<file path="config.mk">
export PLATFORM = sky130hd
export DESIGN_NAME = vram_arbiter
export DESIGN_NICKNAME = d
export VERILOG_FILES = /design/src/rtl/vram_arb_pkg.sv /design/src/rtl/vram_arbiter.sv
export SDC_FILE = /design/constraint.sdc
export NUM_CORES = 1
export LEC_CHECK = 0
export BUFFER_PORTS_ARGS = -buffer_cell sky130_fd_sc_hd__buf_4
export CAP_MARGIN = 20
export CORE_ASPECT_RATIO = 0.7
export CORE_UTILIZATION = 50
export CTS_CLUSTER_DIAMETER = 30
export CTS_CLUSTER_SIZE = 8
export DETAILED_ROUTE_END_ITERATION = 16
export PLACE_DENSITY_LB_ADDON = 0.2
export REMOVE_ABC_BUFFERS = 1
export SKIP_CTS_REPAIR_TIMING = 1
export SLEW_MARGIN = 10
export SYNTH_ARGS = -nofsm -noshare
export SYNTH_HDL_FRONTEND = slang
export SYNTH_SLANG_ARGS = --single-unit
</file>
<file path="constraint.sdc">
create_clock -name clk -period 3.1 [get_ports clk]
set_input_delay 0.155 -clock clk [delete_from_list [all_inputs] [get_ports clk]]
set_output_delay 0.155 -clock clk [all_outputs]
set_load 0.05 [all_outputs]
</file>
<file path="src/rtl/vram_arb_pkg.sv">
// Shared definitions for the VRAM arbiter.
// Provides the arbiter FSM state encoding, the access owner encoding and
// the default address width and frame buffer base address.
package vram_arb_pkg;

  typedef enum logic [1:0] {
    StIdle,
    StWait,
    StDone
  } state_e;

  typedef enum logic {
    OwnVid,
    OwnCpu
  } owner_e;

  localparam int unsigned DefAw      = 16;
  localparam logic [15:0] DefVidBase = 16'hD380;

endpackage

</file>
<file path="src/rtl/vram_arbiter.sv">
// VRAM arbiter: shares one single-port 16-bit RAM between the video fetcher
// and the CPU bus. Accesses are serialised by a registered IDLE/WAIT/DONE FSM;
// video wins ties. Each access ends with a one-cycle ack carrying read data.
//
// Optional build macro ARB_CPU_FAIR_EN: after FAIR_LIMIT consecutive lost ties
// the CPU wins the next tie. Without it video always wins ties.
//
// Ports:
//   clk, reset                 clock, synchronous active-high reset
//   vid_req/vid_addr           video fetch request, 14-bit word offset
//   vid_ack/vid_dout           video completion pulse and fetched word
//   cpu_req/we/addr/din/be     CPU request, direction, address, data, byte enables
//   cpu_ack/cpu_dout           CPU completion pulse and read data
//   ram_addr/din/we/be         registered RAM command
//   ram_dout                   RAM read data, RAM_LAT cycles after ram_addr
module vram_arbiter
  import vram_arb_pkg::*;
#(
  parameter int unsigned   AW         = DefAw,
  parameter logic [AW-1:0] VID_BASE   = AW'(DefVidBase),
  parameter int unsigned   RAM_LAT    = 1,
  parameter int unsigned   FAIR_LIMIT = 4
) (
  input  logic          clk,
  input  logic          reset,
  input  logic          vid_req,
  input  logic [13:0]   vid_addr,
  output logic          vid_ack,
  output logic [15:0]   vid_dout,
  input  logic          cpu_req,
  input  logic          cpu_we,
  input  logic [AW-1:0] cpu_addr,
  input  logic [15:0]   cpu_din,
  input  logic [1:0]    cpu_be,
  output logic          cpu_ack,
  output logic [15:0]   cpu_dout,
  output logic [AW-1:0] ram_addr,
  output logic [15:0]   ram_din,
  output logic          ram_we,
  output logic [1:0]    ram_be,
  input  logic [15:0]   ram_dout
);

  if (RAM_LAT < 1 || RAM_LAT > 7) begin : g_bad_lat
    $error("RAM_LAT must be in 1..7");
  end
  // The loss counter saturates at 7, so a larger limit could never trigger.
  if (FAIR_LIMIT > 7) begin : g_bad_fair
    $error("FAIR_LIMIT must be <= 7");
  end

  state_e        state_q, state_d;
  owner_e        owner_q, owner_d;
  logic [2:0]    cnt_q, cnt_d;
  logic          owner_we_q, owner_we_d;
  logic [AW-1:0] ram_addr_q, ram_addr_d;
  logic [15:0]   ram_din_q, ram_din_d;
  logic          ram_we_q, ram_we_d;
  logic [1:0]    ram_be_q, ram_be_d;
  logic          vid_ack_q, vid_ack_d;
  logic          cpu_ack_q, cpu_ack_d;
  logic [15:0]   vid_dout_q, vid_dout_d;
  logic [15:0]   cpu_dout_q, cpu_dout_d;
  logic          cpu_grant;

`ifdef ARB_CPU_FAIR_EN
  logic [2:0] fair_q, fair_d;

  assign cpu_grant = cpu_req && (!vid_req || (32'(fair_q) >= FAIR_LIMIT));
`else
  assign cpu_grant = cpu_req && !vid_req;
`endif

  always_comb begin
    state_d    = state_q;
    owner_d    = owner_q;
    cnt_d      = cnt_q;
    owner_we_d = owner_we_q;
    ram_addr_d = ram_addr_q;
    ram_din_d  = ram_din_q;
    ram_we_d   = 1'b0;  // write strobe lasts only the first WAIT cycle
    ram_be_d   = ram_be_q;
    vid_ack_d  = 1'b0;
    cpu_ack_d  = 1'b0;
    vid_dout_d = vid_dout_q;
    cpu_dout_d = cpu_dout_q;
`ifdef ARB_CPU_FAIR_EN
    fair_d     = fair_q;
`endif

    unique case (state_q)
      StIdle: begin
        if (vid_req || cpu_req) begin
          state_d = StWait;
          cnt_d   = 3'(RAM_LAT);
          if (cpu_grant) begin
            owner_d    = OwnCpu;
            owner_we_d = cpu_we;
            ram_addr_d = cpu_addr;
            ram_din_d  = cpu_din;
            ram_be_d   = cpu_be;
            ram_we_d   = cpu_we;
`ifdef ARB_CPU_FAIR_EN
            fair_d     = 3'd0;
`endif
          end else begin
            owner_d    = OwnVid;
            owner_we_d = 1'b0;
            // Wraps modulo 2^AW by construction of the AW-bit sum.
            ram_addr_d = VID_BASE + AW'(vid_addr);
            ram_be_d   = 2'b11;
`ifdef ARB_CPU_FAIR_EN
            if (cpu_req && fair_q != 3'd7) fair_d = fair_q + 3'd1;
`endif
          end
        end
      end
      StWait: begin
        if (cnt_q == 3'd0) begin
          state_d = StDone;
          if (owner_q == OwnVid) begin
            vid_ack_d  = 1'b1;
            vid_dout_d = ram_dout;
          end else begin
            cpu_ack_d = 1'b1;
            if (!owner_we_q) cpu_dout_d = ram_dout;
          end
        end else begin
          cnt_d = cnt_q - 3'd1;
        end
      end
      StDone: state_d = StIdle;
      default: state_d = StIdle;
    endcase
  end

  always_ff @(posedge clk) begin
    if (reset) begin
      state_q    <= StIdle;
      owner_q    <= OwnVid;
      cnt_q      <= 3'd0;
      owner_we_q <= 1'b0;
      ram_addr_q <= '0;
      ram_din_q  <= '0;
      ram_we_q   <= 1'b0;
      ram_be_q   <= '0;
      vid_ack_q  <= 1'b0;
      cpu_ack_q  <= 1'b0;
      vid_dout_q <= '0;
      cpu_dout_q <= '0;
`ifdef ARB_CPU_FAIR_EN
      fair_q     <= 3'd0;
`endif
    end else begin
      state_q    <= state_d;
      owner_q    <= owner_d;
      cnt_q      <= cnt_d;
      owner_we_q <= owner_we_d;
      ram_addr_q <= ram_addr_d;
      ram_din_q  <= ram_din_d;
      ram_we_q   <= ram_we_d;
      ram_be_q   <= ram_be_d;
      vid_ack_q  <= vid_ack_d;
      cpu_ack_q  <= cpu_ack_d;
      vid_dout_q <= vid_dout_d;
      cpu_dout_q <= cpu_dout_d;
`ifdef ARB_CPU_FAIR_EN
      fair_q     <= fair_d;
`endif
    end
  end

  assign vid_ack  = vid_ack_q;
  assign vid_dout = vid_dout_q;
  assign cpu_ack  = cpu_ack_q;
  assign cpu_dout = cpu_dout_q;
  assign ram_addr = ram_addr_q;
  assign ram_din  = ram_din_q;
  assign ram_we   = ram_we_q;
  assign ram_be   = ram_be_q;

endmodule

</file>
==> summary.txt <==
Synth
  – Synth cell types: 41
  – Avg Inst Size Synth: 8.48 µm²
  – Mux share of post-synthesis cell area: 0.0536
  – Synth Area in Simple Gates: 0.200
  – Compound-Gate Fraction of Synth Area: 0.163
  – FF+latch count, synth: 76
  – Synth warn: 0
  – Async set-reset flop share out of synthesis: 0
  – Seq/Total Area, Yosys: 0.509
  – Synth Cell Area: 2990 µm²
  – Synth Area in XOR/XNOR: 0.0117
  – Post-Synthesis Cells: about 350
  – Post-Synth Adder-Cell Area: 0.0126
  – Synth Flop Type: dfxtp_1
  – Largest family of logic cells by synthesized area: simple AND/OR/NAND/NOR gates
  – Number of synthesized flops with an enable pin: 0

Global routing
  – Initial antenna violation count: 0
  – Pin count of the biggest net entering global routing: 39
  – Total GRT Usage: 0.250
  – GRT overflow: 0
  – Vias in the first global route: 2657
  – First-pass GRT wire length: 12100 µm

Routing
  – DR WL/cell: ~14 µm
  – DRC: 0
  – First DRT Iteration DRCs: 177
  – Drt pass-1 iters: 4
  – Detailed-route via count: 2893
  – Drt total wl: 7820 µm
  – Final ANT Viol Nets: 0
  – Vias per std cell: between 5 and 6

Hold path
  – Hold EP: ram_be[1]
  – Hold WC Path Type: input port to flip-flop
  – Hold path depth: 3
  – Min-delay src: cpu_be[1]

STA
  – Hold Fails Final Rpt: 0
  – Max Fclk: 462 MHz
  – Slew headroom: 0.399
  – # setup viols final: 0
  – TNS Setup: 0 ps
  – Final period utilization: 0.699
  – Max-slew violation count: 0
  – Final critical delay including setup and external delays: 2170 ps
  – Clock skew: 4.53 ps
  – Worst Tran Pin Value: 902 ps
  – RSZ-0062 raised after global routing: no

CTS
  – Root Buffer: clkbuf_8
  – Reg clk slew, reported paths: 80 ps
  – Max clock buf depth: 2
  – Worst-Skew Late Latency: around 340 ps
  – Total CTS buffers: 9
  – TritonCTS clock tree: built
  – H-tree depth: 3
  – Sinks on Clock Net: 76

Run status
  – Outcome: finished clean

Layout
  – Share of layout cells above drive strength 1: 0.333
  – Nets@finish: 551
  – Utilization after layout: 0.744
  – Area delta synth->final: 42.6%
  – Most frequent cells in the layout: 142 x buf_4, 76 x dfxtp_1, 73 x nand2_1
  – N_diodes: 0
  – Commonest non-fill, non-tap cell in the layout: buf_4

Job
  – Maxcap violations: 0

Worst setup path
  – Worst-path maximum fanout: 20
  – Critical path launch point type: flip-flop
  – R2R setup slack: 930 ps
  – Data arrival, critical path: 2390 ps
  – Reg-to-reg endpoint: cpu_dout[8]
  – Worst-case reg-to-reg path depth: 7
  – Critical path class: flip-flop to flip-flop
  – R2r startpoint: cnt_q[0]
  – Worst setup EP type: flip-flop
  – Worst endpoint required time: around 3300 ps

Floorplan
  – Width of the die: 94.4 µm
  – Core box area: 5730 µm²
  – Die ar.: between 6000 and 7000 µm²
  – Core Rows: 23
  – Initial Util: 0.522
  – # IOs: roughly 140
  – Die Y: 66.7 µm

Power
  – Net Sw Frac: 0.331
  – Comb pwr share: 0.276
  – Reg power frac: 0.402
  – PD cells: between 600 and 700 nW/µm²
  – VDD IR-drop max: roughly 0.00044 V
  – Pleak: 0.00200 µW
  – Total power: between 2000 and 3000 µW
  – Cell internal pwr: 1860 µW
  – P_sw: 921 µW
  – Clock share of power: 0.322

Placement
  – GPL Wtd Cong: 0.803
  – Count of input and output buffers: approximately 140
  – DPL Wire Length: about 5600 µm
[flip-flops by register name, summed over array words and instances, names as in the netlist]
signal      cells
owner_we_q      1
cpu_ack         1
ram_we          1
ram_be          2
ram_din        16
state_q         2
owner_q         1
cpu_dout       16
cnt_q           3
ram_addr       16
vid_dout       16
vid_ack         1
[final cells by class]
class	instances	area, µm²
well taps	75	93.8
fillers	433	1470
flip-flops and latches	76	1520
clock inverters	6	111
multi-input cells	244	1320
clock buffers	10	128
inverters	6	22.5
repair buffers	142	1070
[metal layers]
layer,vias to the layer above,part of all wire,global-route usage
li1,1447,-,-
met1,1332,0.41,0.291
met2,101,0.50,0.428
met3,13,0.073,0.0947
met4,0,0.016,0.0750
met5,-,0,0
[worst max path at each step]
| stage | end | startpoint |
|---|---|---|
| floorplan | cpu_dout[0] | cnt_q[0] |
| global placement | cpu_dout[1] | cnt_q[0] |
| detailed placement | cpu_dout[5] | cnt_q[0] |
| CTS | cpu_dout[5] | cnt_q[0] |
| global route | cpu_dout[3] | cnt_q[0] |
| finish | cpu_dout[8] | cnt_q[0] |
[through the flow]
step	std cells	setup slack (ps)	instance area [µm²]	hold WS, ps
floorplan	326	987	2860	224
global placement	543	1050	4020	390
detailed placement	543	941	4020	399
finish	559	934	4260	47.3
CTS	559	936	4260	36.7
global route	559	759	4260	44.6
[worst max-delay path, cell delays in order (launching register included)]
cell and delay (ps):
dfxtp_1 310, inv_1 120, ha_1 170, nand4bb_1 100, buf_4 210, or3b_1 770, mux2i_1 300, nor2_1 60
[cells by family (layout without fill, tap and decap cells)]
| logic type | after synthesis | count (layout) |
|---|---|---|
| AND/OR/NAND/NOR | 138 | 138 |
| AO/OA/AOI/OAI | 83 | 83 |
| flip-flops | 76 | 76 |
| buffers and inverters | 32 | 164 |
| multiplexers | 16 | 16 |
| XOR/XNOR | 4 | 4 |
| adder cells (fa/ha/maj) | 3 | 3 |
[synth_stat cells (3+ instances only)]
| library cell | n | area, µm² |
|---|---|---|
| ha_1 | 3 | 37.5 |
| nor3_1 | 7 | 35.0 |
| buf_6 | 3 | 33.8 |
| nor2_1 | 36 | 135 |
| a311oi_1 | 7 | 61.3 |
| buf_2 | 5 | 25.0 |
| xnor2_1 | 3 | 26.3 |
| a211oi_1 | 4 | 30.0 |
| clkbuf_1 | 17 | 63.8 |
| mux2i_1 | 16 | 160 |
| dfxtp_1 | 76 | 1520 |
| o21ai_0 | 20 | 100 |
| nor2b_1 | 3 | 18.8 |
| a21oi_1 | 41 | 205 |
| inv_1 | 6 | 22.5 |
| nand2_1 | 73 | 274 |
[power groups by stage]
stage	Clock, µW	Combinational, µW	Sequential (µW)
finish	896	768	1120
CTS	914	770	1120
global route	959	822	1130
detailed placement	0	767	1140
floorplan	0	215	1400
global placement	0	752	1130
Note: power is estimated with default switching activity, not from simulation.
